$ cat config.mk
export PLATFORM = sky130hd
export DESIGN_NAME = stream_arbiter_bank
export DESIGN_NICKNAME = d
export VERILOG_FILES = /design/src/rtl/stream_xbar_pkg.sv /design/src/rtl/rr_port_arbiter.sv /design/src/rtl/stream_arbiter_bank.sv
export SDC_FILE = /design/constraint.sdc
export NUM_CORES = 1
export LEC_CHECK = 0
export BUFFER_PORTS_ARGS = -buffer_cell sky130_fd_sc_hd__buf_2
export CORE_UTILIZATION = 45
export DETAILED_ROUTE_END_ITERATION = 7
export PLACE_DENSITY = 0.71
export SYNTH_ARGS = -nofsm -noshare
export SYNTH_HDL_FRONTEND = slang
export SYNTH_SLANG_ARGS = --single-unit
$ cat constraint.sdc
create_clock -name clk_i -period 1.1 [get_ports clk_i]
set_clock_uncertainty 0.05 [all_clocks]
set_input_delay 0.165 -clock clk_i [delete_from_list [all_inputs] [get_ports clk_i]]
set_output_delay 0.165 -clock clk_i [all_outputs]
set_load 0.01 [all_outputs]
$ cat src/rtl/stream_xbar_pkg.sv
// Shared types and helpers for the stream crossbar: arbiter state encoding and
// the index-width helper used for grant and destination fields.
package stream_xbar_pkg;

  typedef enum logic {
    IDLE   = 1'b0,
    LOCKED = 1'b1
  } arb_state_e;

  // Width of an index over n items, never narrower than one bit.
  function automatic int clog2_min1(input int n);
    return (n <= 1) ? 1 : $clog2(n);
  endfunction

endpackage

$ cat src/rtl/rr_port_arbiter.sv
// Round-robin packet arbiter for a single master port: locks onto one requesting
// stream and holds it until that stream's last beat is accepted by the port.
module rr_port_arbiter
  import stream_xbar_pkg::*;
#(
  parameter int S_COUNT  = 2,
  parameter int ID_WIDTH = 1
) (
  input  logic                clk_i,
  input  logic                rst_i,
  input  logic [S_COUNT-1:0]  req_i,
  input  logic [S_COUNT-1:0]  s_valid_i,
  input  logic [S_COUNT-1:0]  s_last_i,
  input  logic                m_ready_i,
  output logic [ID_WIDTH-1:0] grant_o,
  output logic                arbiter_ready_o
);

  localparam logic [S_COUNT-1:0] ONE = S_COUNT'(1);

  arb_state_e          state_q, state_d;
  logic [ID_WIDTH-1:0] grant_q, grant_d;
  logic [ID_WIDTH-1:0] ptr_q, ptr_d;
  logic                ready_q, ready_d;

  logic found;
  logic hit;
  logic release_beat;
  int   idx;

  always_comb begin
    state_d      = state_q;
    grant_d      = grant_q;
    ptr_d        = ptr_q;
    ready_d      = ready_q;
    found        = 1'b0;
    hit          = 1'b0;
    idx          = 0;
    release_beat = 1'b0;

    case (state_q)
      IDLE: begin
        // Scan from the pointer, wrapping at S_COUNT-1 so no index >= S_COUNT is produced.
        for (int i = 0; i < S_COUNT; i++) begin
          idx = int'(ptr_q) + i;
          if (idx >= S_COUNT) idx = idx - S_COUNT;
          hit = |((req_i >> idx) & ONE);
          if (!found && hit) begin
            found   = 1'b1;
            grant_d = idx[ID_WIDTH-1:0];
          end
        end
        if (found) begin
          state_d = LOCKED;
          ready_d = 1'b1;
        end
      end
      LOCKED: begin
        // Release depends only on the granted stream, not on its current destination.
        release_beat = |((s_valid_i >> grant_q) & ONE) &&
                       |((s_last_i >> grant_q) & ONE) && m_ready_i;
        if (release_beat) begin
          state_d = IDLE;
          ready_d = 1'b0;
          ptr_d   = (int'(grant_q) == S_COUNT - 1) ? '0 : grant_q + 1'b1;
        end
      end
      default: begin
        state_d = IDLE;
        ready_d = 1'b0;
      end
    endcase
  end

  always_ff @(posedge clk_i) begin
    if (rst_i) begin
      state_q <= IDLE;
      grant_q <= '0;
      ptr_q   <= '0;
      ready_q <= 1'b0;
    end else begin
      state_q <= state_d;
      grant_q <= grant_d;
      ptr_q   <= ptr_d;
      ready_q <= ready_d;
    end
  end

  assign grant_o         = grant_q;
  assign arbiter_ready_o = ready_q;

endmodule

$ cat src/rtl/stream_arbiter_bank.sv
// Bank of per-master-port packet arbiters: decodes each slave stream's destination
// into per-port request vectors and runs one independent round-robin arbiter per port.
module stream_arbiter_bank
  import stream_xbar_pkg::*;
#(
  parameter int S_DATA_COUNT = 2,
  parameter int M_DATA_COUNT = 3
) (
  input  logic                                                      clk_i,
  input  logic                                                      rst_i,
  input  logic [S_DATA_COUNT-1:0][clog2_min1(M_DATA_COUNT)-1:0]     s_dest_i,
  input  logic [S_DATA_COUNT-1:0]                                   s_last_i,
  input  logic [S_DATA_COUNT-1:0]                                   s_valid_i,
  input  logic [M_DATA_COUNT-1:0]                                   m_ready_i,
  output logic [M_DATA_COUNT-1:0][clog2_min1(S_DATA_COUNT)-1:0]     grant_o,
  output logic [M_DATA_COUNT-1:0]                                   arbiter_ready_o
);

  localparam int T_ID___WIDTH = clog2_min1(S_DATA_COUNT);
  localparam int T_DEST_WIDTH = clog2_min1(M_DATA_COUNT);

  logic [M_DATA_COUNT-1:0][S_DATA_COUNT-1:0] req;

  genvar gi, gk;
  generate
    for (gi = 0; gi < M_DATA_COUNT; gi++) begin : g_port
      // A destination at or beyond M_DATA_COUNT matches no port and simply stalls.
      for (gk = 0; gk < S_DATA_COUNT; gk++) begin : g_req
        assign req[gi][gk] = s_valid_i[gk] & (s_dest_i[gk] == T_DEST_WIDTH'(gi));
      end

      rr_port_arbiter #(
        .S_COUNT  (S_DATA_COUNT),
        .ID_WIDTH (T_ID___WIDTH)
      ) u_arb (
        .clk_i           (clk_i),
        .rst_i           (rst_i),
        .req_i           (req[gi]),
        .s_valid_i       (s_valid_i),
        .s_last_i        (s_last_i),
        .m_ready_i       (m_ready_i[gi]),
        .grant_o         (grant_o[gi]),
        .arbiter_ready_o (arbiter_ready_o[gi])
      );
    end
  endgenerate

endmodule

==> out/metrics.cfg, run 1 <==
[logic_synthesis]
synth-edff-count = 0
synth_cells = 71
synth_common_cells = dfxtp_1, a21oi_1, buf_4
yosysTopAreaCell = dfxtp_1
syn_area_per_cell_um2 = 8.74
ys.flop_type = dfxtp_1
synth_top_area_share_pct = 38.7
synth-seq-area-share_pct = 38.7
yosysWarnings = 0
syn-cell-area_um2 = 621
synth.most_common_cell = dfxtp_1
synth_area_leaders = dfxtp_1, buf_4, a21oi_1, a211oi_1, o21ai_0
ys_ff_latch = 12
yosysUniqueCellTypes = 27
synth_nets = 84
synthArstFlopShare_pct = 0

[clocking]
path_clk_slew_ns = 0.08
h-tree-depth = 1
cts_made_buffers = 3
clk_path_buf_depth = 2
insertion_delay_ns = 0.27
tritoncts = done
cts_root_buffer = clkbuf_4
clkSinkCount = 12

[sta]
whs_ns = 0.170
worst_slack_ns = 0.0517
period_share_pct = 95.3
fin_crit_ns = 1.05
setup_tns_ns = 0
setup_violations = 0
max_freq_mhz = 954
hold_viol = 0
max_slew_margin_pct = 78.6
worstMarginPinSlew_ns = 0.319
timing.final.max_slew_violations = 0
rsz0062_at_grt = false

[routing]
first_pass_iters = 3
drt_iter0_drc = 10
routedWlPerCell_um = 11.8
wirelength_um = 1220
vias_per_cell = 5.53
ant_nets = 0
drc_errors = 0
via_count = 570

[layout]
finalInstanceArea_um2 = 733
layoutNonFillerInstCount = 103
final_core_util_pct = 57.1
multiInputGateArea_um2 = 313
fillCellCount = 133
seqCellArea_um2 = 241
drive_gt1_share_pct = 30.7
nets = 102
syn2layout_area_growth_pct = 18.1
antenna_cells = 0

[critical_path]
crit_path_start_kind = register
cp_slowest_cell = dfxtp_1
crit_chain = buf_2
critical-path-top-delay-family = flip-flops
critPathRequiredTime_ns = 0.88
cp.buffers_inverters = 1
slowest_delay_ns = 0.40
arrival_ns = 0.83
criticalPathCategory = reg2out
critPathMaxFanout = 5
crit_path_end_kind = output port

[floorplanning]
placementRows = 13
coreArea_um2 = 1280
ios = 19
initial_core_util_pct = 48.3
dieArea_um2 = 1530
die_h_um = 39.1
chipWidth_um = 39.1

[job]
drv_cap = 0

[placement]
gp_congestion = 0.741
hpwl_um = 884
place_ws_ns = 0.00896
place_area_um2 = 696
port_buffers = 18
dpl.cell_count = 99

[global_routing]
grt_max_degree = 14
grtUsageTotal_pct = 18.5
overflow = 0
first_global_vias = 478
grt_pass1_wl_um = 1870
antenna_found_initial = 0

[power_and_ir_drop]
ir_worst_vdd_mv = 0.681
finalPower_mw = 0.982
powerDensity_nw_per_um2 = 1340
power.leakage_nw = 0.287

[hold_path]
hp-class = in2reg

[run_status]
status = completed

==> where the power goes <==
part | switching [mW] | total, mW | internal [mW]
clock | 0.149 | 0.350 | 0.201
combinational | 0.0810 | 0.152 | 0.0708
sequential | 0.0184 | 0.480 | 0.462
total | 0.248 | 0.982 | 0.734
==> repair_timing <==
| item | 4_1_cts | 5_1_grt |
|---|---|---|
| endpoints found under the setup margin | 0 | 2 |
| buffers inserted | 0 | 0 |
| resized for setup | 0 | 2 |
| hold buffers | 0 | 0 |
==> metal layers <==
layer	GRT usage (%)	wire length, um	share of wire, %
met5	0	0	0
met4	12.9	14	1.1
met3	3.47	55	4.5
met2	29.2	531	44
met1	22.1	616	51
==> sequential cells by signal (all words and copies together), names as in the netlist <==
name                          count
g_port.u_arb.arbiter_ready_o      3
g_port.u_arb.state_q              3
g_port.u_arb.ptr_q                3
g_port.u_arb.grant_o              3
==> logic make-up (layout without fill, tap and decap cells) <==
kind of cell / count (synthesis) / after routing / synth area share, %
compound gates: 28 / 28 / 30.0
buf+inv: 12 / 29 / 10.9
flops: 12 / 12 / 38.7
simple gates: 19 / 19 / 20.4
==> cells in the final DEF (no fill, tap or decap) <==
cell type,netlist,final
a211oi_1,5,5
or3b_1,1,1
o211ai_1,2,2
a21o_1,1,1
o31ai_1,2,2
nor3_1,2,2
o21ai_0,5,4
nor2b_1,1,1
dfxtp_2,0,1
clkbuf_8,0,1
nor4bb_1,1,1
nor3b_1,1,1
a311oi_1,1,1
clkbuf_4,0,3
nor3b_2,1,1
o32ai_1,1,1
nand2_1,4,4
a41oi_1,1,1
dfxtp_1,12,11
buf_2,0,18
nand2b_1,1,1
buf_4,6,2
o21a_1,1,1
and2_1,1,1
inv_1,5,5
a21oi_1,8,8
or3_1,2,2
and3b_1,1,1
a211oi_2,1,1
o21ai_1,0,1
nand3b_1,3,3
==> cell type report <==
class                           count  share of cell area (%)
Inverter                            5                    2.56
Multi-Input combinational cell     47                    42.7
Timing Repair Buffer               20                    14.3
Sequential cell                    12                    32.9
Clock buffer                        4                    4.95
Tap cell                           15                    2.56
==> path summary, 6_finish.rpt <==
check / from / end / slack, ns / cells after the start
worst max-delay path: g_port[2].u_arb.grant_o / grant_o[2] / 0.05 / 1
worst max register to register: g_port[1].u_arb.grant_o / g_port[1].u_arb.ptr_q / 0.06 / 3
worst min-delay path: rst_i / g_port[2].u_arb.grant_o / 0.17 / 2
worst min register to register: g_port[1].u_arb.arbiter_ready_o / g_port[1].u_arb.arbiter_ready_o / 0.41 / 2
(Power assumes the default switching activity.)
==> inputs of run 2 (changes only) <==
--- a/config.mk
+++ b/config.mk
@@ -7,8 +7,10 @@
 export LEC_CHECK = 0
 export BUFFER_PORTS_ARGS = -buffer_cell sky130_fd_sc_hd__buf_2
 export CORE_UTILIZATION = 45
+export CTS_BUF_LIST = sky130_fd_sc_hd__clkbuf_16
 export DETAILED_ROUTE_END_ITERATION = 7
 export PLACE_DENSITY = 0.71
 export SYNTH_ARGS = -nofsm -noshare
 export SYNTH_HDL_FRONTEND = slang
+export SYNTH_HIERARCHICAL = 1
 export SYNTH_SLANG_ARGS = --single-unit
==> run 2 against run 1 <==
  * Sequential power rose by 0.8%
  * Fmax rose by 7.4%
  * Clock-buffer cell count fell by 1
  * Utilization rose by 6.5 points
  * Critical endpoint is now grant_o[0]
  * Critical path type unchanged
  * Cell count rose by 3.9%
  * Clock power rose by 88%
  * Highest routed layer unchanged
==> out/metrics.cfg, run 2 <==
[global_routing]
first_global_vias = 520  ; +8.8%
overflow = 0  ; unchanged
grt_pass1_wl_um = 2120  ; +13%
antenna_found_initial = 0  ; unchanged
grt_max_degree = 10  ; -4
grtUsageTotal_pct = 21.7  ; +3.2 points

[critical_path]
criticalPathCategory = reg2out
crit_chain = buf_2
slowest_delay_ns = 0.37  ; -0.03 ns
cp_slowest_cell = dfxtp_1
cp.buffers_inverters = 1  ; unchanged
critPathRequiredTime_ns = 0.88  ; about the same
crit_path_end_kind = output port
critPathMaxFanout = 4  ; -1
critical-path-top-delay-family = flip-flops
crit_path_start_kind = register
arrival_ns = 0.76  ; -0.07 ns

[clocking]
h-tree-depth = 1  ; unchanged
insertion_delay_ns = 0.24  ; -0.03 ns
post_cts_resized = 0  ; unchanged
cts_setup_buffers = 0  ; unchanged
clk_path_buf_depth = 2  ; unchanged
tritoncts = done
cts_hold_buf = 0  ; unchanged
cts_root_buffer = clkbuf_16
path_clk_slew_ns = 0.04  ; -0.04 ns
cts_made_buffers = 3  ; unchanged
clkSinkCount = 12  ; unchanged

[layout]
seqCellArea_um2 = 240  ; -0.52%
drive_gt1_share_pct = 35.9  ; +5.2 points
syn2layout_area_growth_pct = 30.4
antenna_cells = 0  ; unchanged
multiInputGateArea_um2 = 368  ; +18%
finalInstanceArea_um2 = 837  ; +14%
layout_common_cells = buf_2, dfxtp_1, inv_1
nets = 106  ; +3.9%
fillCellCount = 114  ; -14%
layout_commonest_cell = buf_2

[placement]
place_area_um2 = 758  ; +9.0%
gp_congestion = 0.774  ; +4.5%
place_ws_ns = 0.0315  ; +0.0225 ns
port_buffers = 18  ; unchanged
hpwl_um = 1050  ; +18%

[logic_synthesis]
synth-edff-count = 0  ; unchanged
ys.flop_type = dfxtp_1
syn-cell-area_um2 = 642  ; +3.4%
yosysUniqueCellTypes = 16  ; -41%
syn_area_per_cell_um2 = 9.30  ; +6.4%
synth-seq-area-share_pct = 37.4  ; -1.3 points
synth.most_common_cell = dfxtp_1
yosysWarnings = 6  ; +6
synth_top_area_share_pct = 37.4  ; -1.3 points
synthArstFlopShare_pct = 0  ; unchanged
synth_cells = 69  ; -2.8%
yosysTopAreaCell = dfxtp_1
ys_ff_latch = 12  ; unchanged
synth_common_cells = dfxtp_1, inv_1, a21oi_1, nor2_1, and3b_1
synth_area_leaders = dfxtp_1, nand3b_4, and3b_1, inv_1, o221a_1
synth_nets = 82  ; -2.4%

[sta]
timing.final.max_slew_violations = 0  ; unchanged
setup_tns_ns = 0  ; unchanged
fin_crit_ns = 0.976  ; -0.0719 ns
hold_viol = 0  ; unchanged
worstMarginPinSlew_ns = 0.246  ; -0.0726 ns
max_slew_margin_pct = 83.5  ; +4.9 points
rsz0062_at_grt = false
setup_violations = 0  ; unchanged
max_freq_mhz = 1020  ; +7.4%
worst_slack_ns = 0.124  ; +0.0719 ns
period_share_pct = 88.8  ; -6.5 points

[power_and_ir_drop]
p_sw_mw = 0.284  ; +14%
swShare_pct = 21.8  ; -3.5 points
clockPowerShare_pct = 50.6  ; +15 points
finalPower_mw = 1.30  ; +33%
p_seq_share_pct = 37.2  ; -12 points
powerDensity_nw_per_um2 = 1560  ; +16%
ir_worst_vdd_mv = 1.15  ; +68%
power.leakage_nw = 0.401  ; +40%
power.internal_mw = 1.02  ; +39%
power_frac_comb_pct = 12.3  ; -3.2 points

[hold_path]
hp-class = in2reg

[routing]
ant_nets = 0  ; unchanged
drc_errors = 0  ; unchanged
wirelength_um = 1320  ; +8.7%
via_count = 579  ; +1.6%
vias_per_cell = 5.41  ; -2.2%
routedWlPerCell_um = 12.4  ; +4.6%
first_pass_iters = 4  ; +1
drt_iter0_drc = 6  ; -4

[floorplanning]
coreArea_um2 = 1320  ; +2.5%
initial_core_util_pct = 48.7  ; +0.42 points
placementRows = 13  ; unchanged
ios = 19  ; unchanged
die_h_um = 39.8  ; +1.6%
chipWidth_um = 39.8  ; +1.6%
dieArea_um2 = 1580  ; +3.2%

[run_status]
status = completed

[job]
drv_cap = 0  ; unchanged

==> run 2: cell count changes in the layout (fill, tap and decap cells not counted), moves of 4 or more <==
cell,before,now
a211oi_1,5,0
inv_1,5,9
nand2_1,4,0
nor2_1,0,6
==> run 2: logic make-up after synthesis <==
kind of cell | share of synthesized area [%]
simple gates | 34.5
compound gates | 22.8
flops | 37.4
buf+inv | 5.26
==> run 2: path summary, 6_finish.rpt <==
| kind | start | endpoint | slack, ns | cells after the start |
|---|---|---|---|---|
| worst max-delay path | g_port[0].u_arb/grant_o | grant_o[0] | 0.12 | 1 |
| worst min-delay path | rst_i | g_port[1].u_arb/grant_o | 0.20 | 2 |
| worst max register to register | g_port[0].u_arb/grant_o | g_port[0].u_arb/arbiter_ready_o | 0.14 | 3 |
| worst min register to register | g_port[1].u_arb/arbiter_ready_o | g_port[1].u_arb/arbiter_ready_o | 0.44 | 2 |
==> run 2: cell type report <==
cell class	instances	area share [%]
repair buffers	19	11.7
clock buffers	3	8.97
flip-flops and latches	12	28.7
multi-input cells	48	43.9
inverters	9	4.04
well taps	15	2.24
clock inverters	1	0.448
==> run 2: per-layer routing <==
layer  share of wire (%)  GRT usage [%]  vias up
met1                  44           21.6      268
met4                 1.7           10.3        0
met5                   0              0        -
met3                 4.8           10.2        4
met2                  49           37.3       14
li1                    -              -      293
==> run 2: power by group through the flow <==
stage	combinational [mW]	sequential [mW]	clock (mW)
global placement	0.158	0.491	0
global route	0.180	0.488	0.698
floorplan	0.0833	0.495	0
finish	0.160	0.484	0.658
CTS	0.162	0.484	0.674
detailed placement	0.161	0.491	0
==> run 2: through the flow <==
stage	hold WS [ns]	util, %	cells
CTS	0.195	63.5	107
global placement	0.428	57.5	103
global route	0.216	63.5	107
floorplan	0.184	-	69
detailed placement	0.435	57.5	103
finish	0.196	63.5	107
